**config.mk**
```make
export PLATFORM = sky130hd
export DESIGN_NAME = ex_mem_pipe
export DESIGN_NICKNAME = d
export VERILOG_FILES = /design/src/rtl/riscv_pkg.sv /design/src/rtl/pipe_skid_buf.sv /design/src/rtl/ex_mem_pipe.sv
export SDC_FILE = /design/constraint.sdc
export NUM_CORES = 1
export LEC_CHECK = 0
export BUFFER_PORTS_ARGS = -buffer_cell sky130_fd_sc_hd__buf_2
export CAP_MARGIN = 20
export CORE_MARGIN = 3
export CORE_UTILIZATION = 52
export CTS_CLUSTER_SIZE = 10
export DETAILED_ROUTE_END_ITERATION = 12
export PLACE_DENSITY = 0.8
export REMOVE_ABC_BUFFERS = 1
export SETUP_SLACK_MARGIN = 0.05
export SLEW_MARGIN = 10
export SYNTH_ARGS = -nofsm -noshare
export SYNTH_HDL_FRONTEND = slang
export SYNTH_HIERARCHICAL = 1
export SYNTH_SLANG_ARGS = --single-unit
```
**constraint.sdc**
```tcl
create_clock -name clk -period 2.4 [get_ports clk]
set_input_delay 0.24 -clock clk [delete_from_list [all_inputs] [get_ports clk]]
set_output_delay 0.24 -clock clk [all_outputs]
set_load 0.01 [all_outputs]
```
**src/rtl/riscv_pkg.sv**
```systemverilog
// rtl/riscv_pkg.sv - shared pipeline field widths, control bit positions and payload types
package riscv_pkg;

  localparam int XLEN_DEF = 32;
  localparam int RA_W_DEF = 5;
  localparam int WB_W_DEF = 2;
  localparam int M_W_DEF  = 1;

  localparam int WB_REGWRITE_BIT = 0;
  localparam int M_MEMWRITE_BIT  = 0;

  typedef struct packed {
    logic [WB_W_DEF-1:0] wb;
    logic [M_W_DEF-1:0]  m;
    logic [XLEN_DEF-1:0] alu;
    logic [XLEN_DEF-1:0] wdata;
    logic [RA_W_DEF-1:0] rd;
  } ex_mem_payload_t;

  typedef enum logic [1:0] {
    ST_EMPTY = 2'd0,
    ST_ONE   = 2'd1,
    ST_FULL  = 2'd2
  } skid_state_e;

endpackage

```
**src/rtl/pipe_skid_buf.sv**
```systemverilog
// rtl/pipe_skid_buf.sv - two-entry valid/ready skid buffer with flush; in_ready is a flop output
module pipe_skid_buf
  import riscv_pkg::*;
#(
  parameter int            W        = 8,
  parameter logic [W-1:0]  CLR_MASK = '0
) (
  input  logic         clk,
  input  logic         rst_n,
  input  logic         flush,
  input  logic         in_valid,
  output logic         in_ready,
  input  logic [W-1:0] in_data,
  output logic         out_valid,
  input  logic         out_ready,
  output logic [W-1:0] out_data
);

  logic         r_head_valid, r_skid_valid;
  logic [W-1:0] r_head, r_skid;
  logic         w_head_valid_nxt, w_skid_valid_nxt;
  logic [W-1:0] w_head_nxt, w_skid_nxt;
  logic         w_accept, w_pop;
  skid_state_e  w_state;

  assign in_ready  = ~r_skid_valid;
  assign out_valid = r_head_valid;
  assign out_data  = r_head;
  assign w_accept  = in_valid & ~r_skid_valid;
  assign w_pop     = r_head_valid & out_ready;

  always_comb begin
    w_head_valid_nxt = r_head_valid;
    w_skid_valid_nxt = r_skid_valid;
    w_head_nxt       = r_head;
    w_skid_nxt       = r_skid;
    if (!r_head_valid)     w_state = ST_EMPTY;
    else if (r_skid_valid) w_state = ST_FULL;
    else                   w_state = ST_ONE;

    if (flush) begin
      // Control bits in CLR_MASK are scrubbed so a killed entry can never write.
      w_head_valid_nxt = 1'b0;
      w_skid_valid_nxt = 1'b0;
      w_head_nxt       = r_head & ~CLR_MASK;
      w_skid_nxt       = r_skid & ~CLR_MASK;
    end else begin
      case (w_state)
        ST_EMPTY: begin
          if (w_accept) begin
            w_head_nxt       = in_data;
            w_head_valid_nxt = 1'b1;
          end
        end
        ST_ONE: begin
          if (w_accept && w_pop) begin
            w_head_nxt = in_data;
          end else if (w_accept) begin
            w_skid_nxt       = in_data;
            w_skid_valid_nxt = 1'b1;
          end else if (w_pop) begin
            w_head_valid_nxt = 1'b0;
          end
        end
        ST_FULL: begin
          if (w_pop) begin
            w_head_nxt       = r_skid;
            w_skid_valid_nxt = 1'b0;
          end
        end
        default: begin
          w_head_valid_nxt = 1'b0;
          w_skid_valid_nxt = 1'b0;
        end
      endcase
    end
  end

  always_ff @(posedge clk or negedge rst_n) begin
    if (!rst_n) begin
      r_head_valid <= 1'b0;
      r_skid_valid <= 1'b0;
      r_head       <= '0;
      r_skid       <= '0;
    end else begin
      r_head_valid <= w_head_valid_nxt;
      r_skid_valid <= w_skid_valid_nxt;
      r_head       <= w_head_nxt;
      r_skid       <= w_skid_nxt;
    end
  end

endmodule

```
**src/rtl/ex_mem_pipe.sv**
```systemverilog
// rtl/ex_mem_pipe.sv - EX/MEM stage register with skid buffering, bubble masking and forwarding tap
module ex_mem_pipe
  import riscv_pkg::*;
#(
  parameter int XLEN = XLEN_DEF,
  parameter int RA_W = RA_W_DEF,
  parameter int WB_W = WB_W_DEF,
  parameter int M_W  = M_W_DEF
) (
  input  logic            clk,
  input  logic            rst_n,
  input  logic            flush,
  input  logic            in_valid,
  output logic            in_ready,
  input  logic [WB_W-1:0] wb_ex,
  input  logic [M_W-1:0]  m_ex,
  input  logic [XLEN-1:0] alu_ex,
  input  logic [XLEN-1:0] wdata_ex,
  input  logic [RA_W-1:0] rd_ex,
  output logic            out_valid,
  input  logic            out_ready,
  output logic [WB_W-1:0] wb_mem,
  output logic [M_W-1:0]  m_mem,
  output logic [XLEN-1:0] alu_mem,
  output logic [XLEN-1:0] wdata_mem,
  output logic [RA_W-1:0] rd_mem,
  output logic [RA_W-1:0] fwd_rd,
  output logic [XLEN-1:0] fwd_data
);

  localparam int PW = WB_W + M_W + 2 * XLEN + RA_W;
  localparam logic [PW-1:0] CTRL_MASK = {{(WB_W + M_W){1'b1}}, {(2 * XLEN + RA_W){1'b0}}};

  logic [PW-1:0]   w_in_pl, w_head_pl;
  logic            w_head_valid;
  logic [WB_W-1:0] w_wb;
  logic [M_W-1:0]  w_m;

  assign w_in_pl = {wb_ex, m_ex, alu_ex, wdata_ex, rd_ex};

  pipe_skid_buf #(
    .W        (PW),
    .CLR_MASK (CTRL_MASK)
  ) u_skid (
    .clk       (clk),
    .rst_n     (rst_n),
    .flush     (flush),
    .in_valid  (in_valid),
    .in_ready  (in_ready),
    .in_data   (w_in_pl),
    .out_valid (w_head_valid),
    .out_ready (out_ready),
    .out_data  (w_head_pl)
  );

  assign {w_wb, w_m, alu_mem, wdata_mem, rd_mem} = w_head_pl;
  assign out_valid = w_head_valid;

  // Bubbles carry no write intent even for consumers that ignore out_valid.
  assign wb_mem   = w_head_valid ? w_wb : '0;
  assign m_mem    = w_head_valid ? w_m  : '0;
  assign fwd_rd   = (w_head_valid && w_wb[WB_REGWRITE_BIT]) ? rd_mem : '0;
  assign fwd_data = alu_mem;

endmodule
```
======== Yosys cells after proc, flatten, opt, wreduce, memory -nomap -nowiden ========
Cells that the tools add are included.
cells by class
  equality and inequality tests ........... 15
  muxes and demuxes ....................... 23
  bitwise operators ....................... 5
  reductions and logical operators ........ 13
operators with widths
  cell                                                 number
  2-to-1 mux 72 bit                                    8
  case mux 72 bit (3 select lines)                     1
  != test 3 x 2 -> 1 bit, second input constant        5
  AND reduction 4 bit                                  3
  AND reduction 5 bit                                  2
  2-to-1 mux 1 bit                                     8
  2-to-1 mux 2 bit                                     3
  != test 2 x 1 -> 1 bit, second input constant        3
  != test 2 bit, second input constant                 3
  != test 3 bit, second input constant                 2
  case mux 1 bit (3 select lines)                      2
  2-to-1 mux 5 bit                                     1
  nonzero test 2 bit                                   2
  nonzero test 4 bit                                   1
  inverter 1 bit                                       3
  AND reduction 3 bit                                  1
  nonzero test 3 bit                                   1
  AND 1 bit                                            2
  equality test 2 x 1 -> 1 bit, second input constant  1
  equality test 2 bit, second input constant           1
  logical AND 1 bit                                    2
  logical NOT 2 bit                                    1
storage, ports and cells
  register bits after elaboration ......... 146
  input port bits ......................... 77
  output and inout port bits .............. 111
  word-level logic and storage cells ...... 62

======== Depth between registers and ports, before layout ========
Gate-level depths: netlist of run 1.
  depth after elaboration ................. 6
  depth in mapped cells ................... 5
  mapped depth without buffers ............ 3

======== Hierarchy ========
The synthesis of run 1 kept the hierarchy.
by module, submodules not included
  module         instances  cells each  area each (um2)  sequential area each (um2)
  pipe_skid_buf  1          398         6333.6           3653.5
  ex_mem_pipe    1          40          294.0            0.0

======== Worst setup path before layout of run 1 ========
No wires, ideal clock.
  path type ............................... reg-to-reg
  from .................................... reg u_skid.r_head_valid (netlist: u_skid/out_valid)
  to ...................................... reg u_skid.r_head[0] (netlist: u_skid/out_data[0])
  data arrival time ....................... 1.682 ns
  data required time ...................... 2.275 ns
  slack ................................... 0.594 ns
  cell stages (with the launch flop) ...... 5
  clock period less this slack ............ 1.806 ns
  cells stage by stage .................... dfrtp_1 nand2_1 clkbuf_1 mux2_2 mux2_2
on the way
  longest elaborated chain between the ends .. 4
RTL lines
  element                                                                        line                                      text
  from (decl)                                                                    pipe_skid_buf.sv:19                       logic r_head_valid, r_skid_valid;
  from (signal assigned)                                                         pipe_skid_buf.sv:86                       r_head_valid <= w_head_valid_nxt;
  2-to-1 mux 2 bit / AND 1 bit (equally long branches)                           pipe_skid_buf.sv:37, pipe_skid_buf.sv:30
  equality test 2 bit, or another cell as far along                              pipe_skid_buf.sv:48                       case (w_state)
  != test 2 x 1 -> 1 bit (no line) / nonzero test 3 bit (equally long branches)  n/a
  AND reduction 5 bit (no line)                                                  n/a
  to (signal assigned)                                                           pipe_skid_buf.sv:88                       r_head <= w_head_nxt;
  to (decl)                                                                      pipe_skid_buf.sv:20                       logic [W-1:0] r_head, r_skid;
Parallel ways exist; a longest one is shown, timed or not.
A chain may end at the register's enable or synchronous reset.

======== Final worst setup path of run 1 ========
  from .................................... reg u_skid.r_head_valid (netlist: u_skid/out_valid)
  to ...................................... reg u_skid.r_skid[41]
on the way
  longest elaborated chain between the ends .. 4
RTL lines
  element                                                   line                 text
  branches (longest 3 deep; another with 2-to-1 mux 2 bit)  n/a
  AND reduction 4 bit (no line) *                           n/a
  to (signal assigned)                                      pipe_skid_buf.sv:89  r_skid <= w_skid_nxt;
  to (decl)                                                 pipe_skid_buf.sv:20
Mark *: on every way between the ends.

==> results of run 1 <==
## worst min path at each step
stage,cells after the start,endpoint
3_3_place_gp,1,u_skid/out_data[32]
2_1_floorplan,0,u_skid/out_data[0]
3_5_place_dp,1,u_skid/r_skid[32]
5_1_grt,2,u_skid/r_skid_valid
4_1_cts,2,u_skid/r_skid_valid
6_report,2,u_skid/r_skid_valid
## sequential cells by signal, indices dropped and copies added, names as in the netlist
name / cells
u_skid/out_valid: 1
u_skid/r_skid: 72
u_skid/out_data: 72
u_skid/r_skid_valid: 1
## layout make-up
| cell class | instances | area (µm²) |
|---|---|---|
| tap | 168 | 210 |
| clock buffer | 24 | 492 |
| fill | 931 | 4150 |
| sequential | 146 | 3650 |
| inverter | 2 | 7.51 |
| timing repair buffer | 196 | 1070 |
| multi-input combinational | 236 | 2570 |
| clock inverter | 6 | 55.1 |
## cells in the final DEF (no fill, tap or decap), types with 2 or more instances in the layout
cell,Yosys,routed
buf_4,39,3
clkinv_2,0,5
and3_1,5,5
mux2_1,6,6
a21oi_1,2,2
buf_12,0,5
clkbuf_1,5,3
clkbuf_16,0,17
inv_1,2,2
buf_2,3,186
clkbuf_8,0,4
dfrtp_1,146,146
mux2_2,204,204
a22o_1,6,6
and2_2,3,3
## per-layer routing
| layer | vias up | GRT usage, % | routed length (µm) |
|---|---|---|---|
| met5 | - | 0 | 0 |
| met4 | 0 | 6.52 | 212 |
| met3 | 16 | 6.27 | 749 |
| met2 | 135 | 31.4 | 6390 |
| met1 | 2021 | 24.6 | 5650 |
| li1 | 1864 | - | - |
## power breakdown
part | switching (mW) | internal [mW] | leakage, nW | total (mW)
sequential | 0.320 | 3.05 | 1.77 | 3.37
clock | 0.915 | 1.51 | 0.275 | 2.43
combinational | 0.641 | 0.822 | 1.78 | 1.46
## stage by stage
| step | utilization, % | hold WS [ns] |
|---|---|---|
| 6_report | 66.1 | 0.0406 |
| 5_1_grt | 66.1 | 0.0432 |
| 4_1_cts | 66.1 | 0.0183 |
| 3_5_place_dp | 61.5 | 0.289 |
| 3_3_place_gp | 61.5 | 0.280 |
| 2_1_floorplan | - | -0.0556 |
## logic make-up after synthesis
group                  share of synthesized area, %
muxes                                          35.8
AOI/OAI and AO/OA                              1.38
and+or+nand+nor                                1.43
buffers and inverters                          6.23
DFF                                            55.1
==> impl_metrics.ini, run 1 <==
[route]
vias = 4036
wire_per_inst_um = 16.7
first_pass_iters = 4
viasPerCell = 5.19
wirelength_um = 13000
drt_iter0_markers = 156
drtAntennaViolNets = 0
drc_errors = 0

[place]
place_hpwl_um = 8810
pre_cts_slack_ns = 0.292
io_buffer_count = 187
dp.cells = 747
dpl_cell_area_um2 = 7510
gp_congestion = 0.763

[worst_setup_path]
r2r_start = u_skid/out_valid
rrSetupSlack_ns = 0.28
r2r_cells = 4
crit_type = reg2reg
crit_end = u_skid/r_skid[41]
slowest_delay_ns = 0.57
worst-path-max-fanout = 72
crit_slowest_cell = dfrtp_1
path_buf_inv = 1
startpoint_type = flop
crit_start = u_skid/out_valid
r2r_end = u_skid/r_skid[41]
critical_path.cell_chain = and2b_1, nor3b_2, buf_12, mux2_2
end_kind = flop
cp.arrival_ns = 2.41
crit_required_ns = 2.69
path_delay_family = simple AND/OR/NAND/NOR gates
critical_path_depth = 4

[synth]
netlist_area_um2 = 6630
netlist_top_cells_area = dfrtp_1 (55%), mux2_2 (35%), buf_4 (4.4%)
yosysMostFrequentCell = mux2_2
synthTopCellsByCount = mux2_2 (204), dfrtp_1 (146), buf_4 (39)
ys_seq_area_share_pct = 55.1
synth_top_cell_area_share_pct = 55.1
syn_inst = 438
syn_area_per_cell_um2 = 15.1
synth_edf_count = 0
synth_top_area_cell = dfrtp_1
yosysWarnings = 6
async_reset_ff_share_pct = 100
synthFlopType = dfrtp_1
synth_seq_cells = 146
ys_types = 22

[pwr]
vdd_drop_max_mv = 0.550
leakagePower_nw = 3.82
power_mw = 7.26
power_density_nw_per_um2 = 900

[die]
start_util_pct = 54.3
fp.coreArea_um2 = 12200
dieHeight_um = 119
die_x_um = 119
rows = 40
io_pins = 188
dieArea_um2 = 14100

[global_route]
grt_max_degree = 73
grt_pass1_vias = 4259
gr-total-overflow = 0
antenna_found_initial = 0
grt_pass1_wl_um = 21700
grt_util_all_layers_pct = 19.3

[timing]
finalSetupViolations = 0
hold_viol = 0
worst_slack_ns = 0.279
rsz0062_at_grt = no
period_minus_slack_ns = 2.12
fmax_mhz = 472
finalCritPeriodShare_pct = 88.4
tns_ns = 0
slew_viol_final = 0
tightestPinTransition_ns = 0.623
slew_headroom_pct = 58.4
clock_skew_ns = 0.00464

[finish]
diodes = 0
area_growth_pct = 21.7
nets = 676
finalNonFillerCells = 778
fin_area_um2 = 8070
drive_gt1_share_pct = 71.0

[hold_path]
min_path_type = in2reg
min_from = out_ready

[clock_tree]
post_cts_buffers = 0
clkTransAtPathRegs_ns = 0.06
clock_latency_ns = 0.41
cts_num_sinks = 146
cts_inserted_buffers = 17
post_cts_resized = 0
cts_tree = done
htree_levels = 4
cts.hold.buffers_added = 1
cts_root_buffer = clkbuf_16
max-clock-path-buffers = 2

[run_status]
status = completed

[flow_run]
cap_violations = 0
Note: power is estimated with default switching activity, not from simulation.
==> inputs of run 2 (changes only) <==
--- a/config.mk
+++ b/config.mk
@@ -8,14 +8,12 @@
 export BUFFER_PORTS_ARGS = -buffer_cell sky130_fd_sc_hd__buf_2
 export CAP_MARGIN = 20
 export CORE_MARGIN = 3
-export CORE_UTILIZATION = 52
+export CORE_UTILIZATION = 53
 export CTS_CLUSTER_SIZE = 10
 export DETAILED_ROUTE_END_ITERATION = 12
 export PLACE_DENSITY = 0.8
-export REMOVE_ABC_BUFFERS = 1
 export SETUP_SLACK_MARGIN = 0.05
 export SLEW_MARGIN = 10
 export SYNTH_ARGS = -nofsm -noshare
 export SYNTH_HDL_FRONTEND = slang
-export SYNTH_HIERARCHICAL = 1
 export SYNTH_SLANG_ARGS = --single-unit
==> run 2 against run 1 <==
  * Via count up 0.92%
  * Register-to-register slack better by 0.11 ns
  * Critical path depth stayed put
  * Setup slack better by 0.11 ns
  * Wire length is 6.1% higher
  * Cell area increased by 1.7%
  * Synthesized cell count rose by 17%
  * Final cell count grew 1.5%
  * Non-clock buffer count is 3 higher
  * Critical endpoint is now u_skid.out_data[31]
  * Largest power group unchanged
==> impl_metrics.ini, run 2 <==
[synth]
syn_area_per_cell_um2 = 13.9
yosysWarnings = 0
yosysMostFrequentCell = mux2_2
synthesis.nets = 590
syn_inst = 513
ys_types = 22
async_reset_ff_share_pct = 100
synthFlopType = dfrtp_1
synthTopCellsByCount = mux2_2 (204), dfrtp_1 (146), buf_4 (101)
ys_seq_area_share_pct = 51.1
synth_edf_count = 0
netlist_top_cells_area = dfrtp_1 (51%), mux2_2 (32%), buf_4 (11%)
synth_seq_cells = 146
synth_top_cell_area_share_pct = 51.1
synth_top_area_cell = dfrtp_1
netlist_area_um2 = 7140

[finish]
mostFrequentLayoutCells = mux2_2 (204), buf_2 (186), dfrtp_1 (146)
area_growth_pct = 14.8
drive_gt1_share_pct = 70.4
multi_input_area_um2 = 2590
nets = 684
fin_area_um2 = 8200
final_core_util_pct = 63.7
register_area_um2 = 3650
fillers = 961
diodes = 0
final_common_cell = mux2_2

[route]
drt_iter0_markers = 201
viasPerCell = 5.16
drtAntennaViolNets = 0
wire_per_inst_um = 17.5
first_pass_iters = 4
drc_errors = 0
vias = 4073
wirelength_um = 13800

[clock_tree]
clock_latency_ns = 0.42
htree_levels = 4
post_cts_resized = 0
post_cts_buffers = 0
cts_num_sinks = 146
max-clock-path-buffers = 2
cts_inserted_buffers = 17
cts_root_buffer = clkbuf_16
cts.hold.buffers_added = 1
clkTransAtPathRegs_ns = 0.06
cts_tree = done

[global_route]
grt_pass1_vias = 4403
grt_pass1_wl_um = 22400
grt_util_all_layers_pct = 19.5
gr-total-overflow = 0
grt_max_degree = 61
antenna_found_initial = 0

[worst_setup_path]
cp.arrival_ns = 2.31
path_delay_family = flip-flops
startpoint_type = flop
critical_path.cell_chain = or2_1, a211oi_4, buf_12, mux2_2
r2r_start = u_skid.out_valid
crit_slowest_cell = dfrtp_1
crit_type = reg2reg
rrSetupSlack_ns = 0.39
worst-path-max-fanout = 37
path_buf_inv = 1
crit_required_ns = 2.70
slowest_delay_ns = 0.53
end_kind = flop
r2r_cells = 4
r2r_end = u_skid.out_data[31]

[timing]
period_minus_slack_ns = 2.01
slew_viol_final = 0
rsz0062_at_grt = no
clock_skew_ns = 0.00492
slew_headroom_pct = 64.8
tns_ns = 0
worst_slack_ns = 0.386
hold_ws_ns = 0.0504
fmax_mhz = 496
finalSetupViolations = 0
finalCritPeriodShare_pct = 83.9
hold_viol = 0
tightestPinTransition_ns = 0.527

[die]
io_pins = 188
dieArea_um2 = 14900
rows = 41
start_util_pct = 55.5
die_x_um = 122
fp.coreArea_um2 = 12900
dieHeight_um = 122

[hold_path]
min_to = u_skid.r_skid_valid
min_from = out_ready
holdPathStages = 2
min_path_type = in2reg

[pwr]
vdd_drop_max_mv = 0.535
leakagePower_nw = 3.85
power_density_nw_per_um2 = 952

[place]
gp_congestion = 0.778
place_hpwl_um = 9680
io_buffer_count = 187
dpl_cell_area_um2 = 7570
pre_cts_slack_ns = 0.407

[flow_run]
cap_violations = 0

[run_status]
status = completed
-- run 2: cell count changes after synthesis, sizes merged, moves of 2 or more --
cell,change
nand2,+2
a22o,-3
nand2b,+2
o2bb2ai,+3
clkbuf,+4
buf,+66
nor2,+2
-- run 2: cell type report --
type | instances | share of cell area, %
Sequential cell | 146 | 44.5
Multi-Input combinational cell | 241 | 31.6
Timing Repair Buffer | 199 | 13.5
Clock buffer | 20 | 5.69
Tap cell | 172 | 2.62
Clock inverter | 10 | 1.92
Inverter | 2 | 0.0915
-- run 2: where the power goes --
part	internal, mW	switching [mW]	total [mW]
registers	3.08	0.362	3.44
logic	0.889	0.706	1.60
clock network	1.80	0.966	2.77
total	5.78	2.03	7.81
-- run 2: per-stage QoR --
| stage | std cells | total power [mW] |
|---|---|---|
| 5_1_grt | 790 | 8.24 |
| 3_3_place_gp | 759 | 4.99 |
| 3_5_place_dp | 759 | 5.11 |
| 6_report | 790 | 7.81 |
| 2_1_floorplan | 513 | 4.91 |
| 4_1_cts | 790 | 7.91 |
-- run 2: how the worst max path moves through the flow --
stage | start | endpoint | cells after the start
after floorplan | u_skid.out_valid | u_skid.out_data[55] | 4
after global placement | u_skid.out_valid | u_skid.out_data[20] | 4
after detailed placement | u_skid.out_valid | u_skid.out_data[26] | 4
after CTS | u_skid.out_valid | u_skid.out_data[39] | 4
after global routing | u_skid.out_valid | u_skid.out_data[38] | 4
final | u_skid.out_valid | u_skid.out_data[31] | 4
-- run 2: routing by layer --
layer / GRT usage [%] / part of all wire (%) / up-vias
li1: - / - / 1873
met1: 23.1 / 40 / 2063
met2: 33.1 / 53 / 112
met3: 5.94 / 5.9 / 25
met4: 7.77 / 2.0 / 0
met5: 0 / 0 / -
-- run 2: kinds of logic (layout without fill, tap and decap cells) --
kind of cell	after synthesis	count (layout)	synth area share, %
muxes	210	210	33.1
DFF	146	146	51.1
buffers and inverters	126	231	12.8
and+or+nand+nor	19	19	1.56
AOI/OAI and AO/OA	12	12	1.40
